<file path="src/rtl/param_fault_copro.sv">
// Fault-checking coprocessor: parity, TMR vote or checksum over a short word burst.
// Keeps a saturating count of faulty transactions and a sticky alarm.
module param_fault_copro #(
  parameter int WIDTH  = 8,
  parameter int CNT_W  = 4,
  parameter int THRESH = 3
) (
  input  logic             clk,
  input  logic             reset,
  input  logic [WIDTH-1:0] r0,
  input  logic [1:0]       check,
  input  logic             in_valid,
  output logic             in_ready,
  input  logic             clr,
  output logic [WIDTH-1:0] result,
  output logic             fault,
  output logic             done,
  output logic [CNT_W-1:0] fault_cnt,
  output logic             alarm
);

  typedef enum logic [1:0] {
    IDLE,
    COLLECT,
    EVAL,
    REPORT
  } state_e;

  localparam logic [CNT_W-1:0] THR     = CNT_W'(THRESH);
  localparam logic [CNT_W-1:0] CNT_MAX = '1;

  state_e           state_q;
  logic [1:0]       mode_q;
  logic [1:0]       idx_q;
  logic [WIDTH-1:0] w_q [4];
  logic [WIDTH-1:0] result_q;
  logic             fault_q;
  logic             done_q;
  logic [CNT_W-1:0] cnt_q;
  logic [CNT_W-1:0] cnt_d;
  logic             alarm_q;
  logic             alarm_d;
  logic [WIDTH-1:0] res_c;
  logic             flt_c;
  logic [WIDTH-1:0] maj;
  logic [WIDTH-1:0] sum;
  logic [1:0]       last_idx;

  assign in_ready  = (state_q == IDLE) || (state_q == COLLECT);
  assign result    = result_q;
  assign fault     = fault_q;
  assign done      = done_q;
  assign fault_cnt = cnt_q;
  assign alarm     = alarm_q;

  assign last_idx = mode_q[0] ? 2'd3 : 2'd2;
  assign maj = (w_q[0] & w_q[1]) |
               (w_q[0] & w_q[2]) |
               (w_q[1] & w_q[2]);
  assign sum = w_q[0] + w_q[1] + w_q[2];

  always_comb begin
    res_c = w_q[0];
    flt_c = 1'b0;
    unique case (mode_q)
      2'b00: flt_c = ^w_q[0];
      2'b01: flt_c = ~^w_q[0];
      2'b10: begin
        res_c = maj;
        flt_c = (w_q[0] != maj) ||
                (w_q[1] != maj) ||
                (w_q[2] != maj);
      end
      2'b11: begin
        res_c = sum;
        flt_c = (sum != w_q[3]);
      end
      default: ;
    endcase
  end

  // clr dominates any increment landing on the same edge
  always_comb begin
    cnt_d   = cnt_q;
    alarm_d = alarm_q;
    if (state_q == EVAL && flt_c && cnt_q != CNT_MAX)
      cnt_d = cnt_q + 1'b1;
    if (cnt_d >= THR)
      alarm_d = 1'b1;
    if (clr) begin
      cnt_d   = '0;
      alarm_d = 1'b0;
    end
  end

  always_ff @(posedge clk) begin
    if (reset) begin
      state_q  <= IDLE;
      mode_q   <= 2'b00;
      idx_q    <= 2'd0;
      result_q <= '0;
      fault_q  <= 1'b0;
      done_q   <= 1'b0;
      cnt_q    <= '0;
      alarm_q  <= 1'b0;
      for (int i = 0; i < 4; i++)
        w_q[i] <= '0;
    end else begin
      done_q  <= 1'b0;
      cnt_q   <= cnt_d;
      alarm_q <= alarm_d;
      unique case (state_q)
        IDLE: begin
          if (in_valid) begin
            mode_q  <= check;
            w_q[0]  <= r0;
            idx_q   <= 2'd1;
            state_q <= check[1] ? COLLECT : EVAL;
          end
        end
        COLLECT: begin
          if (in_valid) begin
            w_q[idx_q] <= r0;
            idx_q      <= idx_q + 2'd1;
            if (idx_q == last_idx)
              state_q <= EVAL;
          end
        end
        EVAL: begin
          result_q <= res_c;
          fault_q  <= flt_c;
          done_q   <= 1'b1;
          state_q  <= REPORT;
        end
        REPORT: state_q <= IDLE;
        default: state_q <= IDLE;
      endcase
    end
  end

endmodule

</file>
<file path="config.mk">
export PLATFORM = sky130hd
export DESIGN_NAME = param_fault_copro
export DESIGN_NICKNAME = d
export VERILOG_FILES = /design/src/rtl/param_fault_copro.sv
export SDC_FILE = /design/constraint.sdc
export NUM_CORES = 1
export LEC_CHECK = 0
export CAP_MARGIN = 20
export CORE_MARGIN = 1.5
export CORE_UTILIZATION = 30
export DETAILED_ROUTE_END_ITERATION = 10
export GPL_TIMING_DRIVEN = 0
export SLEW_MARGIN = 20
export SYNTH_ARGS = -nofsm -noshare
export SYNTH_HDL_FRONTEND = slang
export SYNTH_SLANG_ARGS = --single-unit
</file>
<file path="constraint.sdc">
create_clock -name clk -period 4.2 [get_ports clk]
set_input_delay 1.05 -clock clk [delete_from_list [all_inputs] [get_ports clk]]
set_output_delay 1.05 -clock clk [all_outputs]
set_load 0.1 [all_outputs]
</file>
Word level (Yosys, flattened, before mapping)
Memories as Yosys holds them, arrays and structs flattened. Index checks and enable logic that the tools add are counted.

Register bits: 21. RAM bits: 32. Input port bits: 14. Output and inout bits: 16. Logic and storage cells: 76. Memories: 1.

Memories: w_q (words 4, width 8, read ports 4, clocked after memory_dff 0, wr ports 4, line 35) `logic [WIDTH-1:0] w_q [4];`.

Add/sub/neg operators: 4. Magnitude comparators: 1. Equal/unequal tests: 15. Muxes and demuxes: 26. Bitwise operators: 6. Reductions and logical operators: 15.

Operators by type and width (count): $ne A8 B8 Y1 (4); $and A8 B8 Y8 (3); $add A8 B8 Y8 (2); $mux W8 (2); $or A8 B8 Y8 (2); $pmux W8 S2 (1); $mux W2 (7); $mux W1 (12); $eq A2 B2 Y1 const B (4); $pmux W2 S4 (1); $reduce_or A8 Y1 (1); $reduce_xnor A8 Y1 (1); $reduce_xor A8 Y1 (1); $reduce_and A3 Y1 (2); $add A4 B1 Y4 const B (1); $eq A2 B1 Y1 const B (2); $ge A4 B2 Y1 const B (1); $logic_not A2 Y1 (2); $mux W4 (1); $ne A2 B2 Y1 const B (2); $ne A4 B4 Y1 const B (1); $pmux W1 S4 (1); $pmux W2 S2 (1); $logic_or A1 B1 Y1 (3); other kinds (8) (9).

Longest topological paths before layout
An unclocked memory read counts as a cell.

Depth after elaboration: 12. Mapped depth: 14. Gate-level depth less buffers: 14.

Worst setup path before layout
OpenSTA, ideal clock, no wires.

Kind: flip-flop to flip-flop. From: memory w_q[0][1]. To: register alarm_q (netlist: alarm). Library setup time: 127 ps. Arrival time: 3251 ps. Data required time: 4073 ps. Slack: 821 ps. Stages on the path, launching flop included: 15. Path buffers: 0. Period minus slack after synthesis: 3379 ps. Cells stage by stage: edfxtp_1 > inv_1 > fa_1 > inv_1 > ha_1 > inv_1 > fa_1 > nor2b_1 > o31a_1 > mux2_2 > nor4_2 > nor4_4 > o21ai_2 > mux2i_1 > o211ai_2.

RTL lines: start, declared (line 35); end signal, assigned (line 111) `alarm_q <= alarm_d;`; end, declared (line 41) `logic alarm_q;`.

==> reports/metrics.cfg <==
[timing]
hold_viol=0
slew_viol_final=0
fmax_ghz=0.265
slew_headroom_pct=28.1
period_share_pct=89.9
clock_skew_ns=0.00559
layout_min_cycle_time_ns=3.78
rsz0062_at_grt=no
tightest_slew_ns=1.07
setup_tns_ns=0
setup_viol=0

[finish]
layoutNonFillerInstCount=512
finish.utilization_pct=36.0
diodes=0
n_fill_cell=1086
num-nets-final=405
drive_gt1_share_pct=5.38
final_cell_area_um2=3920
areaGrowthSynthToFinish_pct=16.6

[detailed_routing]
postRouteAntennaNets=0
routedWlPerCell_um=14.4
vias=2543
post-route-drc-count=0
viasPerCell=4.97
firstDrtPassIters=4
wl_um=7400
detail_route.iter0.violations=65

[clock_tree]
htreeDepth=2
hold_buffers=0
worstSkewPairLatency_ns=0.30
path_clk_slew_ns=0.10
cts_tree=built
postCtsSetupRepairBufs=0
cts_root_buffer=clkbuf_8
cts_made_buffers=5
numClockSinks=53
ctsResizeCount=0
cts_buffer_depth=2

[setup_path]
r2r_start=w_q[0][1]
r2r_slack_ns=0.42
critPathKind=reg -> reg
r2r_end=alarm
crit_path_end_kind=flop
cp_max_fo=4
arrival_ns=3.96
required_ns=4.39
cp-start-kind=flop
reg2regPathDepth=14
crit_path_start=w_q[0][1]

[min_path]
hold_path.startpoint=fault
min_to=fault
hp-class=reg -> reg
hold-path-cell-count=2

[grt]
grt_overflow=0
antenna_found_initial=0
grt_max_degree=16
grt_pass1_vias=2595
grtUsageTotal_pct=13.3
grt_pass1_wl_um=12300

[synthesis]
synth_flop_cell=edfxtp_1
ys_ff_latch=53
yosysSeqAreaShare_pct=41.1
synth_cell_type_count=56
synth.cell_area_um2=3360
postSynthAreaPerCell_um2=9.98
postSynthCellCount=337
syn-num-nets=371
yosysWarningCount=0
ys_async_sr_fraction_pct=0
synth_edf_count=32

[job]
maxCapViolCount=0

[power]
ir_drop_v=0.000250
power_leakage_nw=1.42
finalPower_w=0.00217
power.density_nw_per_um2=553

[floorplan]
die_h_um=109
initial_utilization_pct=30.9
die_w_um=109
num_rows=38
die_area_um2=11900
ios=30
core_um2=10900

[placement]
dp.cells=504
place_area_um2=3820
portBuffers=27
gp_congestion=0.837
detailed_place_hpwl_um=5830

[status]
status=completed

==> state kept, by name, summed over array words and instances (netlist names) <==
| name | cells |
|---|---|
| alarm | 1 |
| done | 1 |
| fault | 1 |
| fault_cnt | 4 |
| idx_q | 2 |
| mode_q | 2 |
| result | 8 |
| state_q | 2 |
| w_q | 32 |
==> metrics by stage <==
| stage | worst slack, ns | hold WS (ns) |
|---|---|---|
| after detailed placement | 0.486 | 0.464 |
| final | 0.425 | 0.475 |
| after global routing | 0.199 | 0.507 |
| after CTS | 0.440 | 0.478 |
| after global placement | 0.482 | 0.461 |
| after floorplan | 0.821 | 0.506 |
==> cell usage in the layout, fill, tap and decap left out, drive strengths merged, types with 6 or more instances in the layout <==
| cell | instances |
|---|---|
| nand2 | 16 |
| dfxtp | 21 |
| xor2 | 9 |
| o21ai | 8 |
| edfxtp | 32 |
| ha | 11 |
| nand3 | 9 |
| nor2 | 33 |
| inv | 17 |
| and3 | 6 |
| clkbuf | 17 |
| nand4 | 7 |
| nor3 | 8 |
| xnor2 | 19 |
| a211oi | 6 |
| clkdlybuf4s50 | 27 |
| fa | 9 |
| a21oi | 16 |
| and2 | 33 |
| mux2i | 15 |
==> cell type report <==
class | instances | area (um2) | share of cell area (%)
Clock inverter | 2 | 33.8 | 0.861
Buffer | 14 | 60.1 | 1.53
Tap cell | 140 | 175 | 4.47
Clock buffer | 6 | 72.6 | 1.85
Timing Repair Buffer | 27 | 270 | 6.89
Sequential cell | 53 | 1380 | 35.2
Multi-Input combinational cell | 253 | 1870 | 47.6
Inverter | 17 | 63.8 | 1.63
==> cell families (layout without fill, tap and decap cells) <==
logic type / after synthesis / in the layout / share of synthesized area (%)
xor+xnor: 29 / 29 / 8.18
mux: 16 / 16 / 4.80
buf+inv: 31 / 66 / 3.68
compound gates: 52 / 52 / 10.7
simple gates: 136 / 136 / 22.1
flops: 53 / 53 / 41.1
fa+ha+maj: 20 / 20 / 9.45
==> report_power, final <==
part / switching (W) / internal, W / total (W)
Combinational: 0.000725 / 0.000403 / 0.00113
Sequential: 0.0000649 / 0.000634 / 0.000699
Clock: 0.000167 / 0.000176 / 0.000343
==> how the worst max path moves through the flow <==
stage,to,slack [ns],depth (start not counted)
2_1_floorplan,alarm,0.82,14
5_1_grt,alarm,0.20,14
3_3_place_gp,alarm,0.48,14
4_1_cts,alarm,0.44,14
6_report,alarm,0.42,14
3_5_place_dp,alarm,0.49,14
==> Yosys cell counts, types with 2 or more instances <==
cell	instances	area share, %
a211oi_1	5	1.1
a21oi_1	16	2.4
a221oi_1	2	0.52
and2_1	33	6.1
and3_1	5	0.93
buf_1	2	0.22
clkbuf_1	11	1.2
dfxtp_1	21	12
edfxtp_1	32	29
fa_1	9	5.4
ha_1	11	4.1
inv_1	16	1.8
mux2i_1	15	4.5
nand2_1	16	1.8
nand3_1	9	1.3
nand4_1	7	1.3
nor2_1	33	3.7
nor2b_1	3	0.56
nor3_1	8	1.2
nor3b_1	2	0.45
nor4_1	3	0.56
nor4b_1	2	0.52
o211ai_1	2	0.45
o211ai_2	2	0.74
o21a_1	3	0.67
o21ai_0	5	0.74
o21ai_1	2	0.30
o21bai_1	2	0.45
o22ai_1	2	0.37
or2_1	4	0.74
or3_1	3	0.56
or4_1	2	0.45
xnor2_1	18	4.7
xor2_1	9	2.3
==> metal layers <==
metal / global-route usage (%) / vias to the layer above / share of wire (%)
li1: - / 1257 / -
met1: 17.1 / 1225 / 47
met2: 22.5 / 51 / 48
met3: 1.85 / 10 / 3.6
met4: 5.08 / 0 / 1.7
met5: 0 / - / 0
==> worst max-delay path, cell delays in order, from the launching register on <==
cell,delay (ns)
edfxtp_1,0.48
inv_1,0.13
fa_1,0.41
inv_1,0.06
ha_1,0.18
inv_1,0.06
fa_1,0.41
nor2b_1,0.19
o31a_1,0.24
mux2_2,0.37
nor4_2,0.40
nor4_4,0.13
o21ai_2,0.26
mux2i_1,0.24
o211ai_2,0.10
Power figures use the tool's default switching activity.
